===== config.mk =====
export PLATFORM = sky130hd
export DESIGN_NAME = uart_mem_loader
export DESIGN_NICKNAME = d
export VERILOG_FILES = /design/src/rtl/loader_pkg.sv /design/src/rtl/loader_word_pack.sv /design/src/rtl/uart_mem_loader.sv
export SDC_FILE = /design/constraint.sdc
export NUM_CORES = 1
export LEC_CHECK = 0
export ABC_AREA = 1
export BUFFER_PORTS_ARGS = -buffer_cell sky130_fd_sc_hd__buf_2
export CAP_MARGIN = 20
export CELL_PAD_IN_SITES_DETAIL_PLACEMENT = 1
export CELL_PAD_IN_SITES_GLOBAL_PLACEMENT = 2
export CORE_ASPECT_RATIO = 0.9
export CORE_MARGIN = 3
export CORE_UTILIZATION = 28
export DETAILED_ROUTE_END_ITERATION = 10
export GPL_ROUTABILITY_DRIVEN = 0
export PLACE_DENSITY_LB_ADDON = 0.1
export SLEW_MARGIN = 40
export SYNTH_ARGS = -nofsm -noshare
export SYNTH_HDL_FRONTEND = slang
export SYNTH_HIERARCHICAL = 1
export SYNTH_SLANG_ARGS = --single-unit

===== constraint.sdc =====
create_clock -name clk -period 2.4 [get_ports clk]
set_clock_uncertainty 0.05 [all_clocks]
set_input_delay 0.48 -clock clk [delete_from_list [all_inputs] [get_ports clk]]
set_output_delay 0.48 -clock clk [all_outputs]
set_load 0.005 [all_outputs]

===== src/rtl/loader_pkg.sv =====
// Shared types and constants for the UART program-image loader.
// Latency: n/a (types and constants only).
// Backpressure: n/a.
package loader_pkg;

    // Width of the byte-lane index inside a 32-bit word.
    localparam int LANE_W = 2;

    localparam logic [7:0] MAGIC_DEF   = 8'hA5;  // start-of-frame byte
    localparam logic [7:0] ACK_OK_DEF  = 8'h4B;  // 'K'
    localparam logic [7:0] ACK_ERR_DEF = 8'h45;  // 'E'

    typedef enum logic [2:0] {
        IDLE,
        LEN,
        DATA,
        CSUM,
        ACK,
        RUN
    } state_t;

endpackage


===== src/rtl/loader_word_pack.sv =====
// Little-endian 4-byte packer: the first byte lands in [7:0].
// Latency: word_valid is combinational with the 4th byte's in_valid.
// Backpressure: none; accepts a byte on every in_valid, clr drops a partial word.
//
// Ports: clk/rst (sync, active-high); clr restarts at lane 0;
// in_valid/in_data byte input; word_valid/word_data completed word.
import loader_pkg::*;

module loader_word_pack (
    input  logic        clk,
    input  logic        rst,
    input  logic        clr,
    input  logic        in_valid,
    input  logic [7:0]  in_data,
    output logic        word_valid,
    output logic [31:0] word_data
);

    logic [LANE_W-1:0] lane_q, lane_d;
    logic [23:0]       shift_q, shift_d;

    // The three earlier bytes sit in shift_q; the 4th goes straight to the
    // top lane so the word is available in the same cycle it completes.
    assign word_valid = in_valid && !clr && (lane_q == LANE_W'(3));
    assign word_data  = {in_data, shift_q};

    always_comb begin
        lane_d  = lane_q;
        shift_d = shift_q;
        if (clr) begin
            lane_d = '0;
        end else if (in_valid) begin
            lane_d  = lane_q + LANE_W'(1);
            shift_d = {in_data, shift_q[23:8]};
        end
    end

    always_ff @(posedge clk) begin
        if (rst) begin
            lane_q  <= '0;
            shift_q <= '0;
        end else begin
            lane_q  <= lane_d;
            shift_q <= shift_d;
        end
    end

endmodule


===== src/rtl/uart_mem_loader.sv =====
// Loads a UART-framed program image into main memory, then acks and releases the CPU.
// Latency: last data byte -> mem_write 1 cycle; mem_write -> tx_valid 1 cycle.
// Backpressure: rx has none (bytes in ACK/RUN are dropped); tx_valid/tx_data hold until tx_ready.
//
// Ports: clk, rst (sync, active-high); rx_valid/rx_data byte stream in;
// tx_valid/tx_data/tx_ready ack byte out; mem_write/mem_wmask/mem_wdata/mem_addr
// memory write port; busy = loader owns memory; cpu_run releases the CPU (sticky);
// error = last frame rejected.
// Optional: define LOADER_CHECKSUM_EN to require a trailing mod-256 sum byte.
import loader_pkg::*;

module uart_mem_loader #(
    parameter int         ADDR_W    = 14,
    parameter int         MAX_WORDS = 16384,
    parameter logic [7:0] MAGIC     = MAGIC_DEF,
    parameter logic [7:0] ACK_OK    = ACK_OK_DEF,
    parameter logic [7:0] ACK_ERR   = ACK_ERR_DEF
) (
    input  logic              clk,
    input  logic              rst,
    input  logic              rx_valid,
    input  logic [7:0]        rx_data,
    output logic              tx_valid,
    output logic [7:0]        tx_data,
    input  logic              tx_ready,
    output logic              mem_write,
    output logic [3:0]        mem_wmask,
    output logic [31:0]       mem_wdata,
    output logic [ADDR_W-1:0] mem_addr,
    output logic              busy,
    output logic              cpu_run,
    output logic              error
);

    // One extra bit so the counters can hold MAX_WORDS itself.
    localparam int CNT_W = ADDR_W + 1;

    state_t            state_q, state_d;
    logic [CNT_W-1:0]  len_q, len_d;
    logic [CNT_W-1:0]  widx_q, widx_d;
    logic              mem_write_q, mem_write_d;
    logic [ADDR_W-1:0] mem_addr_q, mem_addr_d;
    logic [31:0]       mem_wdata_q, mem_wdata_d;
    logic [7:0]        tx_data_q, tx_data_d;
    logic              error_q, error_d;
`ifdef LOADER_CHECKSUM_EN
    logic [7:0]        sum_q, sum_d;
`endif

    logic              pack_clr;
    logic              pack_in_valid;
    logic              word_valid;
    logic [31:0]       word_data;

    loader_word_pack u_pack (
        .clk        (clk),
        .rst        (rst),
        .clr        (pack_clr),
        .in_valid   (pack_in_valid),
        .in_data    (rx_data),
        .word_valid (word_valid),
        .word_data  (word_data)
    );

    always_comb begin
        state_d       = state_q;
        len_d         = len_q;
        widx_d        = widx_q;
        mem_write_d   = 1'b0;
        mem_addr_d    = mem_addr_q;
        mem_wdata_d   = mem_wdata_q;
        tx_data_d     = tx_data_q;
        error_d       = error_q;
        pack_clr      = 1'b1;
        pack_in_valid = 1'b0;
`ifdef LOADER_CHECKSUM_EN
        sum_d         = sum_q;
`endif
        case (state_q)
            IDLE: begin
                if (rx_valid && rx_data == MAGIC) begin
                    state_d = LEN;
                    error_d = 1'b0;
                    widx_d  = '0;
`ifdef LOADER_CHECKSUM_EN
                    sum_d   = '0;
`endif
                end
            end
            LEN: begin
                // Packer lane wraps to 0 on the 4th byte, ready for DATA.
                pack_clr      = 1'b0;
                pack_in_valid = rx_valid;
                if (word_valid) begin
                    if (word_data == 32'd0) begin
                        state_d   = ACK;
                        tx_data_d = ACK_OK;
                    end else if (word_data > 32'(MAX_WORDS)) begin
                        state_d   = ACK;
                        tx_data_d = ACK_ERR;
                        error_d   = 1'b1;
                    end else begin
                        len_d   = word_data[CNT_W-1:0];
                        state_d = DATA;
                    end
                end
            end
            DATA: begin
                pack_clr = 1'b0;
                if (widx_q != len_q) begin
                    pack_in_valid = rx_valid;
`ifdef LOADER_CHECKSUM_EN
                    if (rx_valid) begin
                        sum_d = sum_q + rx_data;
                    end
`endif
                    if (word_valid) begin
                        mem_write_d = 1'b1;
                        mem_addr_d  = widx_q[ADDR_W-1:0];
                        mem_wdata_d = word_data;
                        widx_d      = widx_q + CNT_W'(1);
                    end
                end else begin
                    // All words issued; the final write is on the port this
                    // cycle, so leave DATA only now to keep busy high across it.
`ifdef LOADER_CHECKSUM_EN
                    state_d = CSUM;
`else
                    state_d   = ACK;
                    tx_data_d = ACK_OK;
`endif
                end
            end
`ifdef LOADER_CHECKSUM_EN
            CSUM: begin
                if (rx_valid) begin
                    state_d = ACK;
                    if (rx_data == sum_q) begin
                        tx_data_d = ACK_OK;
                    end else begin
                        tx_data_d = ACK_ERR;
                        error_d   = 1'b1;
                    end
                end
            end
`endif
            ACK: begin
                if (tx_ready) begin
                    state_d = (tx_data_q == ACK_OK) ? RUN : IDLE;
                end
            end
            RUN: begin
                state_d = RUN;
            end
            default: begin
                state_d = IDLE;
            end
        endcase
    end

    always_ff @(posedge clk) begin
        if (rst) begin
            state_q     <= IDLE;
            len_q       <= '0;
            widx_q      <= '0;
            mem_write_q <= 1'b0;
            mem_addr_q  <= '0;
            mem_wdata_q <= '0;
            tx_data_q   <= '0;
            error_q     <= 1'b0;
`ifdef LOADER_CHECKSUM_EN
            sum_q       <= '0;
`endif
        end else begin
            state_q     <= state_d;
            len_q       <= len_d;
            widx_q      <= widx_d;
            mem_write_q <= mem_write_d;
            mem_addr_q  <= mem_addr_d;
            mem_wdata_q <= mem_wdata_d;
            tx_data_q   <= tx_data_d;
            error_q     <= error_d;
`ifdef LOADER_CHECKSUM_EN
            sum_q       <= sum_d;
`endif
        end
    end

    assign tx_valid  = (state_q == ACK);
    assign tx_data   = tx_data_q;
    assign mem_write = mem_write_q;
    assign mem_wmask = {4{mem_write_q}};
    assign mem_wdata = mem_wdata_q;
    assign mem_addr  = mem_addr_q;
    assign busy      = (state_q == LEN) || (state_q == DATA) || (state_q == CSUM);
    assign cpu_run   = (state_q == RUN);
    assign error     = error_q;

endmodule


After elaboration in Yosys (flattened, before gate mapping)
Index checks and enable logic that the tools add are counted.
{ "totals": {"register_bits": 115, "rom_bits": 0, "word_cells": 81, "ram_bits": 0, "in_bits": 12, "mem_count": 0, "latchBits": 0, "output_inout_bits": 63} }
{ "classes": {"add_sub_neg": 2, "n_eq_ne": 18, "reduce_logical": 20, "muxes": 25, "div_mod_pow": 0, "mul": 0, "order_cmp": 1, "n_bitwise": 5, "shifts": 0} }
{ "op_table": {"columns": ["op", "count"], "rows": [
  ["two-way mux 15 bit", 3],
  ["greater-than comparator 32 x 15 -> 1 bit, second input constant", 1],
  ["zero test 32 bit", 1],
  ["two-way mux 8 bit", 4],
  ["one-hot mux 15 bit (2 select lines)", 1],
  ["two-way mux 3 bit", 7],
  ["one-hot mux 8 bit (2 select lines)", 1],
  ["AND reduction 4 bit", 4],
  ["adder 15 x 1 -> 15 bit, second input constant", 1],
  ["!= test 15 bit", 1],
  ["one-hot mux 3 bit (5 select lines)", 1],
  ["!= test 2 bit, second input constant", 5],
  ["== test 8 x 7 -> 1 bit, second input constant", 1],
  ["== test 8 bit, second input constant", 1],
  ["== test 3 x 2 -> 1 bit, second input constant", 2],
  ["== test 3 bit, second input constant", 2],
  ["two-way mux 1 bit", 6],
  ["!= test 2 x 1 -> 1 bit, second input constant", 3],
  ["nonzero test 2 bit", 3],
  ["NOT 1 bit", 5],
  ["AND reduction 5 bit", 1],
  ["one-hot mux 1 bit (2 select lines)", 2],
  ["OR reduction 2 bit", 2],
  ["== test 3 x 1 -> 1 bit, second input constant", 1],
  ["9 further kinds", 12]
]} }

Depth between registers and ports, before layout
{ "logic_depth": {"ltp_word": 8, "mapped_depth": 20, "depth_no_buf": 17} }

By module
Netlist, hierarchy kept.
{ "modules_own_cells": {"columns": ["mod", "cells_per_inst", "area_each_um2", "instances", "seq_area_each_um2"], "rows": [
  ["uart_mem_loader", 584, 3991.3, 1, 1681.6],
  ["loader_word_pack", 175, 1188.6, 1, 520.5]
]} }

Worst setup path before layout
OpenSTA, ideal clock, no wires.
{ "synth_path": {"kind": "reg2reg", "startpoint": "register widx_q[10]", "endpoint": "register tx_data_q[3], in the netlist tx_data[3]", "period_less_slack_ps": 2350, "path_slack_ps": 50, "path_stages_with_launch": 21, "required_ps": 2233, "setup_time_ps": 117, "arrival_time_ps": 2183, "path_buffers": 3, "path_cell_list": "dfxtp_1 > buf_2 > nand2_1 > inv_1 > nor2_1 > nor2_1 > nand2_1 > nor2_1 > nand2_2 > nand2_4 > a21oi_1 > buf_4 > buf_2 > and3_1 > inv_1 > nand2_1 > inv_1 > nor3_1 > nand3_1 > nand2_1 > a21oi_1"} }
{ "synth_between": {"elab_chain_len": 7, "word_cells_on_any_way": 8, "classes_between": "eq/ne: 3; mux: 2; reduce/logical: 3"} }
{ "synth_rtl": {"columns": ["item", "line", "source"], "rows": [
  ["from (decl)", "uart_mem_loader.sv:40", "logic [CNT_W-1:0] widx_q, widx_d;"],
  ["from (signal assigned)", "uart_mem_loader.sv:177", "widx_q <= widx_d;"],
  ["!= test 15 bit", "uart_mem_loader.sv:110", "if (widx_q != len_q) begin"],
  ["two-way mux 1 bit", "uart_mem_loader.sv:110", null],
  ["one-hot mux 1 bit (2 select lines)", "uart_mem_loader.sv:79", "case (state_q)"],
  ["net pack_in_valid", "uart_mem_loader.sv:51", "logic pack_in_valid;"],
  ["logical AND 1 bit (2 in a row)", "loader_word_pack.sv:24", "assign word_valid = in_valid && !clr && (lane_q == LANE_W'(3));"],
  ["net word_valid", "uart_mem_loader.sv:52", "logic word_valid;"],
  ["!= test 2 x 1 -> 1 bit (no line)", null, null],
  ["AND reduction 4 bit (no line)", null, null],
  ["to (signal assigned)", "uart_mem_loader.sv:181", "tx_data_q <= tx_data_d;"],
  ["to (decl)", "uart_mem_loader.sv:44", "logic [7:0] tx_data_q, tx_data_d;"]
]} }
The timed path passes the listed nets, and every way through them passes these cells.
A chain may end at the register's enable or synchronous reset.

Worst setup path in the final report
{ "layout_path": {"startpoint": "register widx_q[13]", "endpoint": "register mem_wdata_q[14], in the netlist mem_wdata[14]"} }
{ "layout_between": {"elab_chain_len": 6} }
{ "layout_rtl": {"columns": ["item", "line", "source"], "rows": [
  ["!= test 15 bit", "uart_mem_loader.sv:110", null],
  ["two-way mux 1 bit", "uart_mem_loader.sv:110", null],
  ["one-hot mux 1 bit (2 select lines)", "uart_mem_loader.sv:79", null],
  ["net pack_in_valid", "uart_mem_loader.sv:51", null],
  ["logical AND 1 bit (2 in a row)", "loader_word_pack.sv:24", null],
  ["net word_valid", "uart_mem_loader.sv:52", null],
  ["AND reduction 3 bit (no line)", null, null],
  ["to (signal assigned)", "uart_mem_loader.sv:180", "mem_wdata_q <= mem_wdata_d;"],
  ["to (decl)", "uart_mem_loader.sv:43", "logic [31:0] mem_wdata_q, mem_wdata_d;"]
]} }
The timed path passes the listed nets, and every way through them passes these cells.

==> impl_metrics.env <==
export IMPL_status="finished, final reports clean"
export IMPL_clockRootBuffer="clkbuf_16"
export IMPL_syn_area_mm2=0.00518
export IMPL_syn_area_per_cell_um2=6.82
export IMPL_synth_top_cell_by_area="dfxtp_1"
export IMPL_initial_core_util_pct=28.9
export IMPL_fillers=2310
export IMPL_first_pass_iters=4
export IMPL_power_per_cell_area_mw_per_mm2=627
export IMPL_max_freq_mhz=454
export IMPL_cpPeakStageDelay_ns=0.35
export IMPL_worstPathRequired_ns=2.63
export IMPL_drive_gt1_share_pct=17.7
export IMPL_final_core_util_pct=34.0
export IMPL_worstHoldPathCells=3
export IMPL_drc_errors=0
export IMPL_ir_worst_vdd_mv=0.318
export IMPL_worstSkewPairLatency_ns=0.36
export IMPL_cts_sinks=110
export IMPL_gr_total_overflow=0
export IMPL_yosys_cell_count_top_type="nand2_1"
export IMPL_crit_family="simple AND/OR/NAND/NOR gates"
export IMPL_synthToLayoutAreaGrowth_pct=17.5
export IMPL_cp_end_kind="flop"
export IMPL_nets=833
export IMPL_cts_buffer_depth=2
export IMPL_clk_pin_slew_ns=0.07
export IMPL_p_total_mw=3.82
export IMPL_track_usage_pct=16.4
export IMPL_cp_max_fo=16
export IMPL_seq_area_frac_synth_pct=42.5
export IMPL_path_cells="inv_2, nand2_1, nand2_1, nor2_1, nand2_1, nor2_2, nand2_2, nand2_4, a21oi_2, and3_4, inv_2, nor2_4, buf_4, buf_12, o21ai_1, a21oi_1"
export IMPL_critPathBufInv=4
export IMPL_syn_inst=759
export IMPL_yosysUniqueCellTypes=29
export IMPL_post_route_period_util_pct=91.7
export IMPL_n_antenna_cell=0
export IMPL_synth_common_cells="nand2_1 (160), nor2_1 (159), dfxtp_1 (110)"
export IMPL_hold_class="in2reg"
export IMPL_cts_buffers=9
export IMPL_slew_headroom_pct=66.6
export IMPL_rows=46
export IMPL_via_per_inst=4.59
export IMPL_core_area_mm2=0.0179
export IMPL_critPathLaunchType="flop"
export IMPL_dp_hpwl_um=11700
export IMPL_tightest_slew_ns=0.497
export IMPL_synth_top_area_share_pct=42.5
export IMPL_r2r_cells=16
export IMPL_grt_max_degree=49
export IMPL_synth_flop_cell="dfxtp_1"
export IMPL_crit_slowest_cell="dfxtp_2"
export IMPL_setup_violations=0
export IMPL_drt_iter0_markers=208
export IMPL_power_leakage_nw=2.68
export IMPL_dieArea_mm2=0.0202
export IMPL_synth_edf_count=0
export IMPL_critPathKind="reg2reg"
export IMPL_wire_per_inst_um=15.4
export IMPL_maxCapViolations=0
export IMPL_vias=4876
export IMPL_dieWidth_um=149
export IMPL_fp_dieH_um=135
export IMPL_portBuffers=71
export IMPL_drv_slew=0
export IMPL_finalHoldViolations=0
export IMPL_antenna_found_initial=0
export IMPL_period_needed_ns=2.20
export IMPL_htreeDepth=3
export IMPL_synth_area_leaders="dfxtp_1 (43%), nand2_1 (12%), nor2_1 (12%)"
export IMPL_grt_pass1_vias=4939
export IMPL_rsz0062_at_grt="yes"
export IMPL_cts_tree="yes"
export IMPL_cp_depth=16
export IMPL_wl_um=16300
export IMPL_yosys_warnings=6
export IMPL_cp_arrival_ns=2.43
export IMPL_synthArstFlopShare_pct=0
export IMPL_ys_seq_elements=110
export IMPL_crit_path_frequent_cell="nand2_1"
export IMPL_grt_pass1_wl_um=26300
export IMPL_route_antenna_remaining_nets=0
export IMPL_rrSetupSlack_ns=0.20
export IMPL_pin_count=75
registers in the layout, summed over array words and instances (netlist names):
signal,cells
u_pack/shift_q,24
mem_addr,14
error,1
mem_write,1
tx_data,3
state_q,3
len_q,15
u_pack/lane_q,2
widx_q,15
mem_wdata,32
logic make-up after synthesis:
family / count (synthesis) / share of synthesized area [%]
simple gates: 397 / 31.5
buf+inv: 129 / 12.6
flops: 110 / 42.5
compound gates: 109 / 10.9
xor+xnor: 11 / 1.86
fa+ha+maj: 2 / 0.483
other cells: 1 / 0.0724
metrics by stage:
step	instance area (um^2)	cells	setup TNS, ns	setup slack (ns)	hold WS, ns
2_1_floorplan	5190	761	0	0.0500	0.390
3_5_place_dp	5690	1043	-0.0169	-0.0145	0.405
6_report	6090	1063	0	0.198	0.356
5_1_grt	6090	1063	-0.00811	-0.00448	0.350
4_1_cts	6010	1060	0	0.0243	0.339
3_3_place_gp	5690	1043	0	0.0214	0.399
cell type report:
cell class | instances | area [um^2] | share of cell area [%]
sequential | 110 | 2210 | 36.3
clock inverter | 5 | 75.1 | 1.23
multi-input combinational | 523 | 2370 | 38.9
tap | 240 | 300 | 4.93
timing repair buffer | 99 | 624 | 10.3
clock buffer | 10 | 229 | 3.76
inverter | 76 | 285 | 4.69
tightest hold or removal path, delay by kind of cell:
| family | cells | cell delay (ns) |
|---|---|---|
| buf+inv | 2 | 0.18 |
| compound gates | 1 | 0.05 |
what timing repair did:
| action | in CTS | in global routing |
|---|---|---|
| gates resized for setup | 1 | 10 |
| setup buffers | 2 | 1 |
| setup endpoints to repair | 24 | 90 |
| pin swaps | 1 | 2 |
| hold buffers | 0 | 0 |
| cloned | 0 | 2 |
where the power goes:
part	internal [mW]	switching, mW
clock network	0.905	0.691
logic	0.102	0.263
registers	1.84	0.0160
total	2.85	0.970
final timing paths:
kind | startpoint | to
max reg2reg | widx_q[13] | mem_wdata[14]
max | widx_q[13] | mem_wdata[14]
min reg2reg | error | error
min | rx_data[0] | mem_wdata[24]
layer usage:
metal	part of all wire (%)	GRT usage, %
met1	52	23.3
met2	43	25.8
met3	4.1	3.12
met4	1.0	3.97
met5	0	0
placed cells by master, fill, tap and decap left out, types with 10 or more instances in the layout:
cell       count
buf_4         23
nor2_1       159
clkbuf_16     10
nand2_1      160
inv_2         12
o21ai_1       42
buf_2         71
nand3_1       50
inv_1         64
dfxtp_1      106
a21oi_1       59
(Power assumes the default switching activity.)
